`src/rtl/lstm_sequencer.sv`:
```
// Feeds a sample stream through an external LSTM cell one timestep at a time,
// injecting h/C initial state at each sequence start and buffering results.
module lstm_sequencer #(
    parameter int WIDTH = 16,
    parameter int DEPTH = 8,
    parameter int LEN_W = 8
) (
    input  logic                    clk,
    input  logic                    rst,
    input  logic        [LEN_W-1:0] seq_len,
    input  logic signed [WIDTH-1:0] h_init,
    input  logic signed [WIDTH-1:0] C_init,
    input  logic signed [WIDTH-1:0] s_data,
    input  logic                    s_valid,
    output logic                    s_ready,
    input  logic                    cell_ready,
    output logic signed [WIDTH-1:0] cell_x,
    output logic signed [WIDTH-1:0] cell_h,
    output logic signed [WIDTH-1:0] cell_C,
    output logic                    cell_x_valid,
    output logic                    cell_h_valid,
    output logic                    cell_C_valid,
    input  logic signed [WIDTH-1:0] cell_y,
    input  logic signed [WIDTH-1:0] cell_C_out,
    input  logic                    cell_valid,
    output logic signed [WIDTH-1:0] m_y,
    output logic signed [WIDTH-1:0] m_C,
    output logic                    m_valid,
    output logic                    m_last,
    input  logic                    m_ready
);
    localparam int AW = $clog2(DEPTH);

    typedef enum logic [1:0] {ST_IDLE, ST_ISSUE, ST_WAIT} state_t;

    state_t            state_q, state_d;
    logic [AW:0]       wr_ptr_q, wr_ptr_d, rd_ptr_q, rd_ptr_d;
    logic [WIDTH-1:0]  fifo_mem [DEPTH];
    logic              live_q;
    logic [LEN_W-1:0]  step_q, step_d, len_q, len_d;
    logic              inflight_q, inflight_d;
    logic [WIDTH-1:0]  ob_y_q [2];
    logic [WIDTH-1:0]  ob_c_q [2];
    logic              ob_last_q [2];
    logic [1:0]        ob_cnt_q, ob_cnt_d;
    logic              ob_wr_q, ob_wr_d, ob_rd_q, ob_rd_d;

    logic              fifo_full, fifo_empty, wr_en, room, issue, first, hc_fire;
    logic              accept, done, pop;
    logic [LEN_W-1:0]  len_eff;
    logic [WIDTH-1:0]  head;

    assign fifo_empty = (wr_ptr_q == rd_ptr_q);
    assign fifo_full  = (wr_ptr_q[AW] != rd_ptr_q[AW]) && (wr_ptr_q[AW-1:0] == rd_ptr_q[AW-1:0]);
    // live_q holds s_ready low until the first edge after reset releases
    assign s_ready    = live_q && !fifo_full;
    assign wr_en      = s_valid && s_ready;
    assign head       = fifo_mem[rd_ptr_q[AW-1:0]];

    assign room    = ({1'b0, ob_cnt_q} + {2'b00, inflight_q}) < 3'd2;
    assign issue   = (state_q == ST_ISSUE) && !fifo_empty && cell_ready && room;
    assign first   = (step_q == '0);
    assign hc_fire = issue && first;
    assign len_eff = (seq_len == '0) ? {{(LEN_W-1){1'b0}}, 1'b1} : seq_len;
    assign accept  = cell_valid && inflight_q;
    assign done    = (step_q == len_q);

    assign cell_x_valid = issue;
    assign cell_h_valid = hc_fire;
    assign cell_C_valid = hc_fire;
    assign cell_x       = issue ? head : '0;
    assign cell_h       = hc_fire ? h_init : '0;
    assign cell_C       = hc_fire ? C_init : '0;

    assign m_valid = (ob_cnt_q != 2'd0);
    assign m_y     = ob_y_q[ob_rd_q];
    assign m_C     = ob_c_q[ob_rd_q];
    assign m_last  = m_valid && ob_last_q[ob_rd_q];
    assign pop     = m_valid && m_ready;

    always_comb begin
        state_d    = state_q;
        step_d     = step_q;
        len_d      = len_q;
        inflight_d = inflight_q;
        wr_ptr_d   = wr_en ? wr_ptr_q + (AW+1)'(1) : wr_ptr_q;
        rd_ptr_d   = issue ? rd_ptr_q + (AW+1)'(1) : rd_ptr_q;
        ob_wr_d    = accept ? ~ob_wr_q : ob_wr_q;
        ob_rd_d    = pop ? ~ob_rd_q : ob_rd_q;
        ob_cnt_d   = ob_cnt_q;
        if (accept && !pop)
            ob_cnt_d = ob_cnt_q + 2'd1;
        else if (pop && !accept)
            ob_cnt_d = ob_cnt_q - 2'd1;

        case (state_q)
            // a sample written this cycle is visible in ISSUE next cycle
            ST_IDLE:
                if ((!fifo_empty || wr_en) && ob_cnt_q != 2'd2)
                    state_d = ST_ISSUE;
            ST_ISSUE:
                if (issue) begin
                    state_d    = ST_WAIT;
                    step_d     = step_q + 1'b1;
                    inflight_d = 1'b1;
                    if (first)
                        len_d = len_eff;
                end
            ST_WAIT:
                if (accept) begin
                    inflight_d = 1'b0;
                    if (done) begin
                        state_d = ST_IDLE;
                        step_d  = '0;
                    end else begin
                        state_d = ST_ISSUE;
                    end
                end
            default: state_d = ST_IDLE;
        endcase
    end

    always_ff @(posedge clk) begin
        if (wr_en)
            fifo_mem[wr_ptr_q[AW-1:0]] <= s_data;
    end

    always_ff @(posedge clk or posedge rst) begin
        if (rst) begin
            state_q    <= ST_IDLE;
            wr_ptr_q   <= '0;
            rd_ptr_q   <= '0;
            live_q     <= 1'b0;
            step_q     <= '0;
            len_q      <= '0;
            inflight_q <= 1'b0;
            ob_cnt_q   <= '0;
            ob_wr_q    <= 1'b0;
            ob_rd_q    <= 1'b0;
            for (int i = 0; i < 2; i++) begin
                ob_y_q[i]    <= '0;
                ob_c_q[i]    <= '0;
                ob_last_q[i] <= 1'b0;
            end
        end else begin
            state_q    <= state_d;
            wr_ptr_q   <= wr_ptr_d;
            rd_ptr_q   <= rd_ptr_d;
            live_q     <= 1'b1;
            step_q     <= step_d;
            len_q      <= len_d;
            inflight_q <= inflight_d;
            ob_cnt_q   <= ob_cnt_d;
            ob_wr_q    <= ob_wr_d;
            ob_rd_q    <= ob_rd_d;
            if (accept) begin
                ob_y_q[ob_wr_q]    <= cell_y;
                ob_c_q[ob_wr_q]    <= cell_C_out;
                ob_last_q[ob_wr_q] <= done;
            end
        end
    end
endmodule

```
`config.mk`:
```
export PLATFORM = sky130hd
export DESIGN_NAME = lstm_sequencer
export DESIGN_NICKNAME = d
export VERILOG_FILES = /design/src/rtl/lstm_sequencer.sv
export SDC_FILE = /design/constraint.sdc
export NUM_CORES = 1
export LEC_CHECK = 0
export BUFFER_PORTS_ARGS = -buffer_cell sky130_fd_sc_hd__clkbuf_2
export CORE_ASPECT_RATIO = 0.8
export CORE_MARGIN = 2
export CORE_UTILIZATION = 50
export DETAILED_ROUTE_END_ITERATION = 8
export PLACE_DENSITY_LB_ADDON = 0.3
export SETUP_SLACK_MARGIN = 0.4
export SYNTH_ARGS = -nofsm -noshare
export SYNTH_HDL_FRONTEND = slang
export SYNTH_SLANG_ARGS = --single-unit
export TNS_END_PERCENT = 30
```
`constraint.sdc`:
```
create_clock -name clk -period 2.7 [get_ports clk]
set_input_delay 0.135 -clock clk [delete_from_list [all_inputs] [get_ports clk]]
set_output_delay 0.135 -clock clk [all_outputs]
set_load 0.02 [all_outputs]
```
==> run summary, run 1 <==
Final core utilization -> 0.675
Residual DRC -> 0
Cell taking the most area after synthesis -> edfxtp_1
Clk sinks -> 226
Synth area leaders -> edfxtp_1 (40%), dfrtp_1 (25%), mux2_2 (12%), mux4_2 (7.4%), and2_1 (2.2%)
Final ANT Viol Nets -> 0
Syn Inst Count -> 594
CTS tree -> yes
Vias in the first global route -> 6,306
Hold wc startpoint -> s_valid
Post-Syn Area -> 9680 µm²
Cell depth of the worst hold path -> 4
Max Cap Viol -> 0
Status -> finished, final reports clean
Fin crit share -> 0.976
Setup Skew -> 0.0167 ns
# port buffers -> 179
Slew headroom -> 0.527
Main synth FF type -> edfxtp_1
First drt pass iteration count -> 4
GR Util All Layers -> 0.202
PD cells -> 647 nW/µm²
Pins Over Slew Limit -> 0
Hpwl dp -> 12,700 µm
Worst-path fanout max -> 8
Pleak -> 0.00553 µW
CTS clk-pin slew, worst paths -> 0.06 ns
Die ar. -> 20,500 µm²
Cell with the most instances after synthesis -> edfxtp_1
Critical path arrival -> 2.50 ns
GPL Wtd Cong -> 0.877
First-pass GRT wire length -> 32,800 µm
Worst r2r src -> wr_ptr_q[0]
Initial Util -> 0.510
Layout cells sized above 1 -> 0.468
Initial antenna violation count -> 0
Overflow after GRT -> 0
Hold slack -> 0.0580 ns
Wire length per cell -> 18.7 µm
Max Fclk -> 0.380 GHz
R2R setup slack -> 0.49 ns
Avg Inst Size Synth -> 16.3 µm²
Syn nets -> 693
Max Root-Sink Buffers -> 3
Pre-CTS setup slack -> 0.411 ns
CTS buffer count -> 23
Root Driver -> clkbuf_16
Setup WS post-layout -> 0.0658 ns
Post-synth EDFFs -> 128
Hold path endpoint -> wr_ptr_q[0]
FF-to-FF End -> fifo_mem[1][10]
Nets -> 954
I/O Pins -> 180
Post-route minimum period -> 2.63 ns
Post-synthesis sequential area ratio -> 0.650
CTS H-tree lvls -> 1
Final Routed Wirelength -> 21,100 µm
Hold WC Path Type -> primary input to flip-flop
Chip Height -> 128 µm
Yosys top cell area share -> 0.397
P&R area growth vs syn -> 32.3%
Avg Vias per Cell -> 5.31
Largest net degree at the start of global routing -> 56
Hold Violations, Final -> 0
Core box area -> 19,000 µm²
Post-synth cell types -> 46
Vias -> 5,996
Seq cells post-synth -> 226
Reg2reg path depth -> 5
Iteration-0 DRC Markers -> 244
RSZ-0062 raised after global routing -> true
Top post-synthesis cells by count -> edfxtp_1 (128), mux2_2 (100), dfrtp_1 (98)
FILL cells -> 1,285
Num rows -> 45
FFs w/ async S/R, synth -> 0.434
Worst-Skew Late Latency -> 0.52 ns
Critical path class -> flip-flop to output port
Critical path capture point type -> output port
Yosys warning total -> 0
Req. time, crit path -> 2.57 ns
Final setup viols -> 0
Die X -> 160 µm
Overall Power -> 8290 µW
Max VDD drop -> 430 µV
Startpoint types -> flip-flop
Actual slew at the worst max-slew pin -> 0.708 ns
ANT cells -> 0
==> what timing repair did <==
action                                  4_1_cts  5_1_grt
endpoints found under the setup margin       51       91
hold endpoints to repair                    231        0
setup buffers                                 4        1
gates cloned                                  2        1
resized for setup                            45       60
pin swaps                                     1        3
hold buffers                                 59        0
==> critical path, cell delays in order, from the launching register on <==
cell and delay (ns):
dfrtp_1 0.46, or4b_1 0.53, nor4_1 0.15, and4_2 0.28
buf_6 0.15, buf_16 0.12, and2_1 0.15, buf_4 0.15
==> area by class of cell <==
class	count	area, µm²	share of cell area
Inverter	12	48.8	0.00381
Timing Repair Buffer	268	2070	0.161
Clock inverter	15	248	0.0193
Clock buffer	27	591	0.0461
Tap cell	258	323	0.0252
Multi-Input combinational cell	324	3230	0.252
Sequential cell	226	6300	0.492
==> how the worst max path moves through the flow <==
stage / slack [ns] / endpoint / start / cells after the start
2_1_floorplan: 0.27 / fifo_mem[7][0] / rd_ptr_q[0] / 5
3_3_place_gp: 0.47 / len_q[6] / step_q[0] / 7
3_5_place_dp: 0.41 / len_q[5] / step_q[0] / 7
4_1_cts: 0.09 / cell_h[0] / step_q[0] / 9
5_1_grt: -0.03 / cell_C[4] / step_q[0] / 9
6_report: 0.07 / cell_h[15] / step_q[3] / 7
==> layout by cell type (no fill, tap or decap), drive strengths merged, types with 2 or more instances in the layout <==
master         n
mux4          32
and4           4
nor2          25
xor2           5
buf           48
inv           12
bufinv         6
o32ai          2
nand2         18
and3           2
nor4           3
a22o           4
xnor2         17
dfrtp         98
nor3           5
edfxtp       128
nand2b         5
clkinvlp       5
mux2i         19
a31o           2
a41oi          3
o21ai          9
clkinv         4
and2          34
a21oi          5
nor2b          5
clkbuf       188
dlygate4sd3   59
mux2         105
ha             5
nand3          3
==> sequential cells by signal, summed over array words and instances (netlist names) <==
register / cells
ob_rd_q: 1
state_q: 2
ob_last_q: 2
ob_cnt_q: 2
wr_ptr_q: 4
inflight_q: 1
step_q: 8
fifo_mem: 128
live_q: 1
rd_ptr_q: 4
ob_wr_q: 1
ob_y_q: 32
len_q: 8
ob_c_q: 32
==> stage by stage <==
stage,instance area [µm²],TNS [ns],instances
after global placement,10900,0,1021
after CTS,12700,0,1128
after floorplan,9700,0,594
final,12800,0,1130
after global routing,12800,-0.238,1130
after detailed placement,10900,0,1021
==> power breakdown <==
group	internal [µW]	total (µW)	switching, µW
logic	376	838	462
registers	3870	3970	106
clock network	2160	3480	1320
total	6400	8290	1890
==> cell families after synthesis <==
group / Yosys count / share of synthesized area
fa+ha+maj: 5 / 0.00646
mux: 156 / 0.218
buf+inv: 44 / 0.0222
flops: 226 / 0.650
xor+xnor: 22 / 0.0199
simple gates: 109 / 0.0601
other cells: 1 / 0.000387
compound gates: 31 / 0.0225
==> routing by layer <==
metal,part of all wire,GRT usage,vias to the layer above,wire (µm)
li1,-,-,2744,-
met1,0.41,0.252,3015,8600
met4,0.022,0.0626,0,468
met5,0,0,-,0
met3,0.051,0.0297,39,1070
met2,0.52,0.371,198,10900
No activity file was read; power rests on OpenSTA's default activity.
==> run 2, diff against run 1 <==
Settings changed: CELL_PAD_IN_SITES_DETAIL_PLACEMENT from default to 0, CELL_PAD_IN_SITES_GLOBAL_PLACEMENT from default to 2, CORE_UTILIZATION 50 to 36.
==> run 2 against run 1 <==
Non-clock buffer count is 15 higher; power shrank 1.8%; hold slack worse by 0.049 ns; critical path type unchanged; critical endpoint is now cell_C[3]; sequential share of layout area shrank 0.71 points; clock power fell by 5%.
==> run summary, run 2 (synthesis results as in run 1) <==
Slew headroom -> 0.339 (was 0.527)
Layout Cells excl Fill -> 1,245 (was 1,130)
GR Util All Layers -> 0.149 (was 0.202)
CTS clk-pin slew, worst paths -> 0.06 ns (about the same)
Iteration-0 DRC Markers -> 297 (was 244)
Critical path class -> flip-flop to output port (unchanged)
Hold Violations, Final -> 0 (unchanged)
Max VDD drop -> 392 µV (was 430 µV)
Initial antenna violation count -> 0 (unchanged)
Multi-input logic area -> 3260 µm² (was 3230 µm²)
Initial Util -> 0.368 (was 0.510)
Critical path arrival -> 2.47 ns (was 2.50 ns)
Core box area -> 26,300 µm² (was 19,000 µm²)
FF-to-FF End -> len_q[5] (was fifo_mem[1][10])
ANT cells -> 0 (unchanged)
Residual DRC -> 0 (unchanged)
First drt pass iteration count -> 4 (unchanged)
RSZ-0062 raised after global routing -> true (unchanged)
Max reg flops -> 128 (unchanged)
PD cells -> 626 nW/µm² (was 647 nW/µm²)
Largest net degree at the start of global routing -> 57 (was 56)
Final core utilization -> 0.494 (was 0.675)
Status -> finished, final reports clean (unchanged)
First-pass GRT wire length -> 33,100 µm (was 32,800 µm)
I/O Pins -> 180 (unchanged)
Wire length per cell -> 17.8 µm (was 18.7 µm)
Die ar. -> 28,200 µm² (was 20,500 µm²)
Worst-path fanout max -> 22 (was 8)
Pins Over Slew Limit -> 0 (unchanged)
Hold slack -> 0.00941 ns (was 0.0580 ns)
FF+latch area -> 6300 µm² (about the same)
Nets -> 971 (was 954)
Vias in the first global route -> 6,173 (was 6,306)
Most frequent cells in the layout -> clkbuf_2 (134), edfxtp_1 (128), mux2_2 (100) (was clkbuf_2 (145), edfxtp_1 (128), mux2_2 (100))
Post-route minimum period -> 2.60 ns (was 2.63 ns)
Fin crit share -> 0.964 (was 0.976)
Pleak -> 0.00561 µW (was 0.00553 µW)
Max Fclk -> 0.384 GHz (was 0.380 GHz)
Hpwl dp -> 13,300 µm (was 12,700 µm)
Final setup viols -> 0 (unchanged)
Critical path capture point type -> output port (unchanged)
Commonest non-fill, non-tap cell in the layout -> clkbuf_2 (unchanged)
CTS H-tree lvls -> 1 (unchanged)
Worst r2r src -> step_q[0] (was wr_ptr_q[0])
Num rows -> 53 (was 45)
Hold wc startpoint -> s_valid (unchanged)
Root Driver -> clkbuf_16 (unchanged)
Vias -> 5,976 (was 5,996)
R2R setup slack -> 0.29 ns (was 0.49 ns)
Hold WC Path Type -> primary input to flip-flop (unchanged)
GPL Wtd Cong -> 0.767 (was 0.877)
Setup Skew -> 0.0253 ns (was 0.0167 ns)
Die X -> 187 µm (was 160 µm)
Final Routed Wirelength -> 22,200 µm (was 21,100 µm)
Startpoint types -> flip-flop (unchanged)
CTS tree -> yes (unchanged)
Worst setup endpoint -> cell_C[3] (was cell_h[15])
FILL cells -> 2,289 (was 1,285)
Final ANT Viol Nets -> 0 (unchanged)
Final instance area -> 13,000 µm² (was 12,800 µm²)
Worst setup path startpoint -> step_q[0] (was step_q[3])
Req. time, crit path -> 2.57 ns (about the same)
CTS buffer count -> 25 (was 23)
P&R area growth vs syn -> 34.4% (was 32.3%)
Dpl cells -> 1,116 (was 1,021)
Actual slew at the worst max-slew pin -> 0.989 ns (was 0.708 ns)
Reg2reg path depth -> 10 (was 5)
Clk sinks -> 226 (unchanged)
Overflow after GRT -> 0 (unchanged)
# port buffers -> 179 (unchanged)
Avg Vias per Cell -> 4.80 (was 5.31)
Max Root-Sink Buffers -> 3 (unchanged)
DP Area -> 11,100 µm² (was 10,900 µm²)
Chip Height -> 151 µm (was 128 µm)
Max Cap Viol -> 0 (unchanged)
Worst-Skew Late Latency -> 0.53 ns (was 0.52 ns)
Layout cells sized above 1 -> 0.476 (was 0.468)
-- run 2: changes by cell type in the layout (fill, tap and decap cells not counted), sizes merged --
cell,before,now
bufinv,6,2
clkbuf,188,185
clkinv,4,8
buf,48,71
clkinvlp,5,1
-- run 2: how the worst min path moves through the flow --
stage	endpoint	cells after the start
after floorplan	fifo_mem[0][0]	0
after global placement	len_q[7]	2
after detailed placement	len_q[5]	2
after CTS	wr_ptr_q[0]	4
after global routing	wr_ptr_q[0]	4
final	wr_ptr_q[0]	4
-- run 2: what timing repair did --
item | 4_1_cts | 5_1_grt
endpoints found under the setup margin | 51 | 185
setup buffers | 2 | 18
pin swaps | 1 | 4
gates cloned | 2 | 5
hold endpoints to repair | 244 | 0
hold buffers | 59 | 0
gates resized for setup | 22 | 76
-- run 2: metrics by stage --
stage               worst slack (ns)  TNS [ns]  total power [µW]
finish                        0.0967         0              8140
global route                 -0.0173   -0.0829              8480
CTS                           0.0552         0              8190
detailed placement             0.472         0              4810
global placement               0.546         0              4770
floorplan                      0.267         0              4500
-- run 2: report_power, final --
| group | total [µW] | switching, µW | leakage [µW] | internal [µW] |
|---|---|---|---|---|
| logic | 857 | 473 | 0.00272 | 384 |
| registers | 3980 | 109 | 0.00249 | 3870 |
| clock network | 3300 | 1320 | 0.000398 | 1980 |
-- run 2: layout make-up --
cell class                 count  share of cell area
multi-input combinational    324               0.250
inverter                      12             0.00375
sequential                   226               0.485
tap                          357              0.0343
timing repair buffer         283               0.165
clock inverter                11             0.00923
clock buffer                  32              0.0527
-- run 2: routing by layer --
metal | up-vias | global-route usage | share of wire | wire (µm)
met1 | 3032 | 0.197 | 0.43 | 9530
met2 | 131 | 0.251 | 0.50 | 11100
met3 | 28 | 0.0275 | 0.051 | 1140
li1 | 2785 | - | - | -
met5 | - | 0 | 0 | 0
met4 | 0 | 0.0437 | 0.021 | 456
-- run 2: critical path, cell delays in order (launching register included) --
cell and delay [ns]:
dfrtp_2 0.40, inv_1 0.06, ha_1 0.12, or4b_4 0.47, nor4_4 0.15, and4_4 0.32, buf_12 0.15, and2_1 0.13
clkbuf_4 0.16
==> run 3, diff against run 2 <==
Settings changed: CORE_UTILIZATION 36 to 43.
Clock period 2.7 ns to 3.06 ns, I/O delays scaled along.
==> run 3 against run 2 <==
Die area down 16%; utilization increased by 7.6 points; largest cell class unchanged; sequential share of layout area up 1.0 points; clock skew shrank 0.014 ns; wire length fell by 5.1%.
==> run summary, run 3 (synthesis results as in run 1) <==
Iteration-0 DRC Markers -> 266 (was 297)
Clk sinks -> 226 (unchanged)
Critical path capture point type -> output port (unchanged)
Critical path class -> flip-flop to output port (unchanged)
Buf/Inv on CP -> 4 (was 3)
Slew headroom -> 0.378 (was 0.339)
GPL Wtd Cong -> 0.717 (was 0.767)
Pins Over Slew Limit -> 0 (unchanged)
Final Routed Wirelength -> 21,100 µm (was 22,200 µm)
ANT cells -> 0 (unchanged)
Vias -> 5,902 (was 5,976)
Overall Power -> 7460 µW (was 8140 µW)
Status -> finished, final reports clean (unchanged)
Worst-path fanout max -> 10 (was 22)
Hold Violations, Final -> 0 (unchanged)
GR Util All Layers -> 0.179 (was 0.149)
Commonest non-fill, non-tap cell in the layout -> clkbuf_2 (unchanged)
Num rows -> 49 (was 53)
Delay-heaviest family, CP -> simple AND/OR/NAND/NOR gates (unchanged)
Initial Util -> 0.434 (was 0.368)
Largest net degree at the start of global routing -> 43 (was 57)
Layout cells sized above 1 -> 0.463 (was 0.476)
Setup TNS Final -> 0 ns (unchanged)
Switching part of the total -> 0.227 (was 0.234)
Vias in the first global route -> 6,369 (was 6,173)
Avg Vias per Cell -> 4.97 (was 4.80)
Clock Power Share -> 0.429 (was 0.406)
Worst r2r src -> step_q[0] (unchanged)
Startpoint types -> flip-flop (unchanged)
Post-route minimum period -> 2.68 ns
Nets -> 961 (was 971)
RSZ-0062 raised after global routing -> true (unchanged)
Crit path depth -> 8 (unchanged)
First-pass GRT wire length -> 33,500 µm (was 33,100 µm)
Max stage delay on crit path -> 0.47 ns (about the same)
Worst-Skew Late Latency -> 0.51 ns (was 0.53 ns)
Fin crit share -> 0.877
FF-to-FF End -> len_q[5] (unchanged)
FILL cells -> 1,829 (was 2,289)
Gate power share -> 0.096 (was 0.105)
Wire length per cell -> 17.8 µm (about the same)
CTS clk-pin slew, worst paths -> 0.06 ns (about the same)
PD cells -> 586 nW/µm² (was 626 nW/µm²)
I/O Pins -> 180 (unchanged)
CP max stage cell -> or4b_4 (unchanged)
CTS tree -> yes (unchanged)
Max Cap Viol -> 0 (unchanged)
Worst setup endpoint -> cell_C_valid (was cell_C[3])
Reg2reg path depth -> 8 (was 10)
Final setup viols -> 0 (unchanged)
Worst setup path startpoint -> step_q[0] (unchanged)
CTS buffer count -> 25 (unchanged)
Die ar. -> 23,700 µm² (was 28,200 µm²)
P&R area growth vs syn -> 31.5% (was 34.4%)
Max Root-Sink Buffers -> 3 (unchanged)
Internal Pwr Total -> 5770 µW (was 6240 µW)
# port buffers -> 179 (unchanged)
Sequential share of power -> 0.475 (was 0.489)
Sw Pwr -> 1690 µW (was 1900 µW)
Chip Height -> 138 µm (was 151 µm)
Root Driver -> clkbuf_16 (unchanged)
Pleak -> 0.00551 µW (was 0.00561 µW)
Max VDD drop -> 434 µV (was 392 µV)
Overflow after GRT -> 0 (unchanged)
Die X -> 172 µm (was 187 µm)
Max reg flops -> 128 (unchanged)
Most frequent cells in the layout -> clkbuf_2 (162), edfxtp_1 (128), mux2_2 (100) (was clkbuf_2 (134), edfxtp_1 (128), mux2_2 (100))
R2R setup slack -> 0.75 ns (was 0.29 ns)
Final ANT Viol Nets -> 0 (unchanged)
Hold WC Path Type -> primary input to flip-flop (unchanged)
Setup Skew -> 0.0110 ns (was 0.0253 ns)
Crit-path cells -> inv_2, ha_1, or4b_4, nor4_4, and4_4, buf_4, buf_16, clkbuf_4 (was inv_1, ha_1, or4b_4, nor4_4, and4_4, buf_12, and2_1, clkbuf_4)
Initial antenna violation count -> 0 (unchanged)
Max Fclk -> 0.373 GHz
Hpwl dp -> 13,600 µm (was 13,300 µm)
Req. time, crit path -> 2.91 ns (was 2.57 ns)
First drt pass iteration count -> 6 (was 4)
Residual DRC -> 0 (unchanged)
Critical path arrival -> 2.53 ns (was 2.47 ns)
Core box area -> 22,300 µm² (was 26,300 µm²)
Actual slew at the worst max-slew pin -> 0.931 ns (was 0.989 ns)
CTS H-tree lvls -> 1 (unchanged)
==> run 3: power groups by stage <==
stage	clock network, µW	registers [µW]	logic [µW]
after floorplan	0	3530	445
after global placement	0	3590	638
after detailed placement	0	3600	661
after CTS	3280	3540	726
after global routing	3410	3570	790
final	3200	3550	718
==> run 3: how the worst min path moves through the flow <==
| stage | startpoint | end | slack (ns) | depth (start not counted) |
|---|---|---|---|---|
| floorplan | s_data[0] | fifo_mem[0][0] | 0.25 | 0 |
| global placement | rst | ob_c_q[24] | 0.38 | 2 |
| detailed placement | rst | ob_y_q[1] | 0.39 | 2 |
| CTS | s_valid | wr_ptr_q[0] | 0.05 | 4 |
| global route | s_valid | wr_ptr_q[0] | 0.09 | 4 |
| finish | s_valid | wr_ptr_q[0] | 0.06 | 4 |
==> run 3: layer usage <==
layer / vias up / wire length, µm / global-route usage
li1: 2751 / - / -
met1: 2977 / 9090 / 0.238
met2: 149 / 10600 / 0.308
met3: 25 / 1020 / 0.0315
met4: 0 / 374 / 0.0385
met5: - / 0 / 0
==> run 3: area by class of cell <==
type | instances | area, µm² | share of cell area
clock buffer | 28 | 637 | 0.0500
timing repair buffer | 273 | 1890 | 0.148
inverter | 12 | 48.8 | 0.00383
multi-input combinational | 324 | 3210 | 0.253
tap | 306 | 383 | 0.0301
sequential | 226 | 6300 | 0.495
clock inverter | 18 | 256 | 0.0201
==> run 3: repair_timing <==
action,CTS,global route
pin swaps,1,3
cloned,2,2
buffers inserted,2,2
hold buffers,59,0
hold endpoints to repair,242,0
resized for setup,20,26
setup endpoints to repair,38,49
==> run 3: tightest hold or removal path, cell delays in order <==
cell and delay, ns:
clkbuf_2 0.09, nand2_1 0.06, a41oi_1 0.09, xor2_1 0.14
==> run 3: stage by stage <==
| stage | utilization | instance area (µm²) | setup WS (ns) | cells | hold WS [ns] |
|---|---|---|---|---|---|
| after global placement | 0.494 | 11000 | 0.820 | 1074 | 0.383 |
| after detailed placement | 0.494 | 11000 | 0.686 | 1074 | 0.387 |
| after global routing | 0.570 | 12700 | 0.274 | 1187 | 0.0851 |
| after floorplan | - | 9700 | 0.627 | 594 | 0.252 |
| after CTS | 0.566 | 12600 | 0.367 | 1183 | 0.0450 |
| final | 0.570 | 12700 | 0.376 | 1187 | 0.0618 |
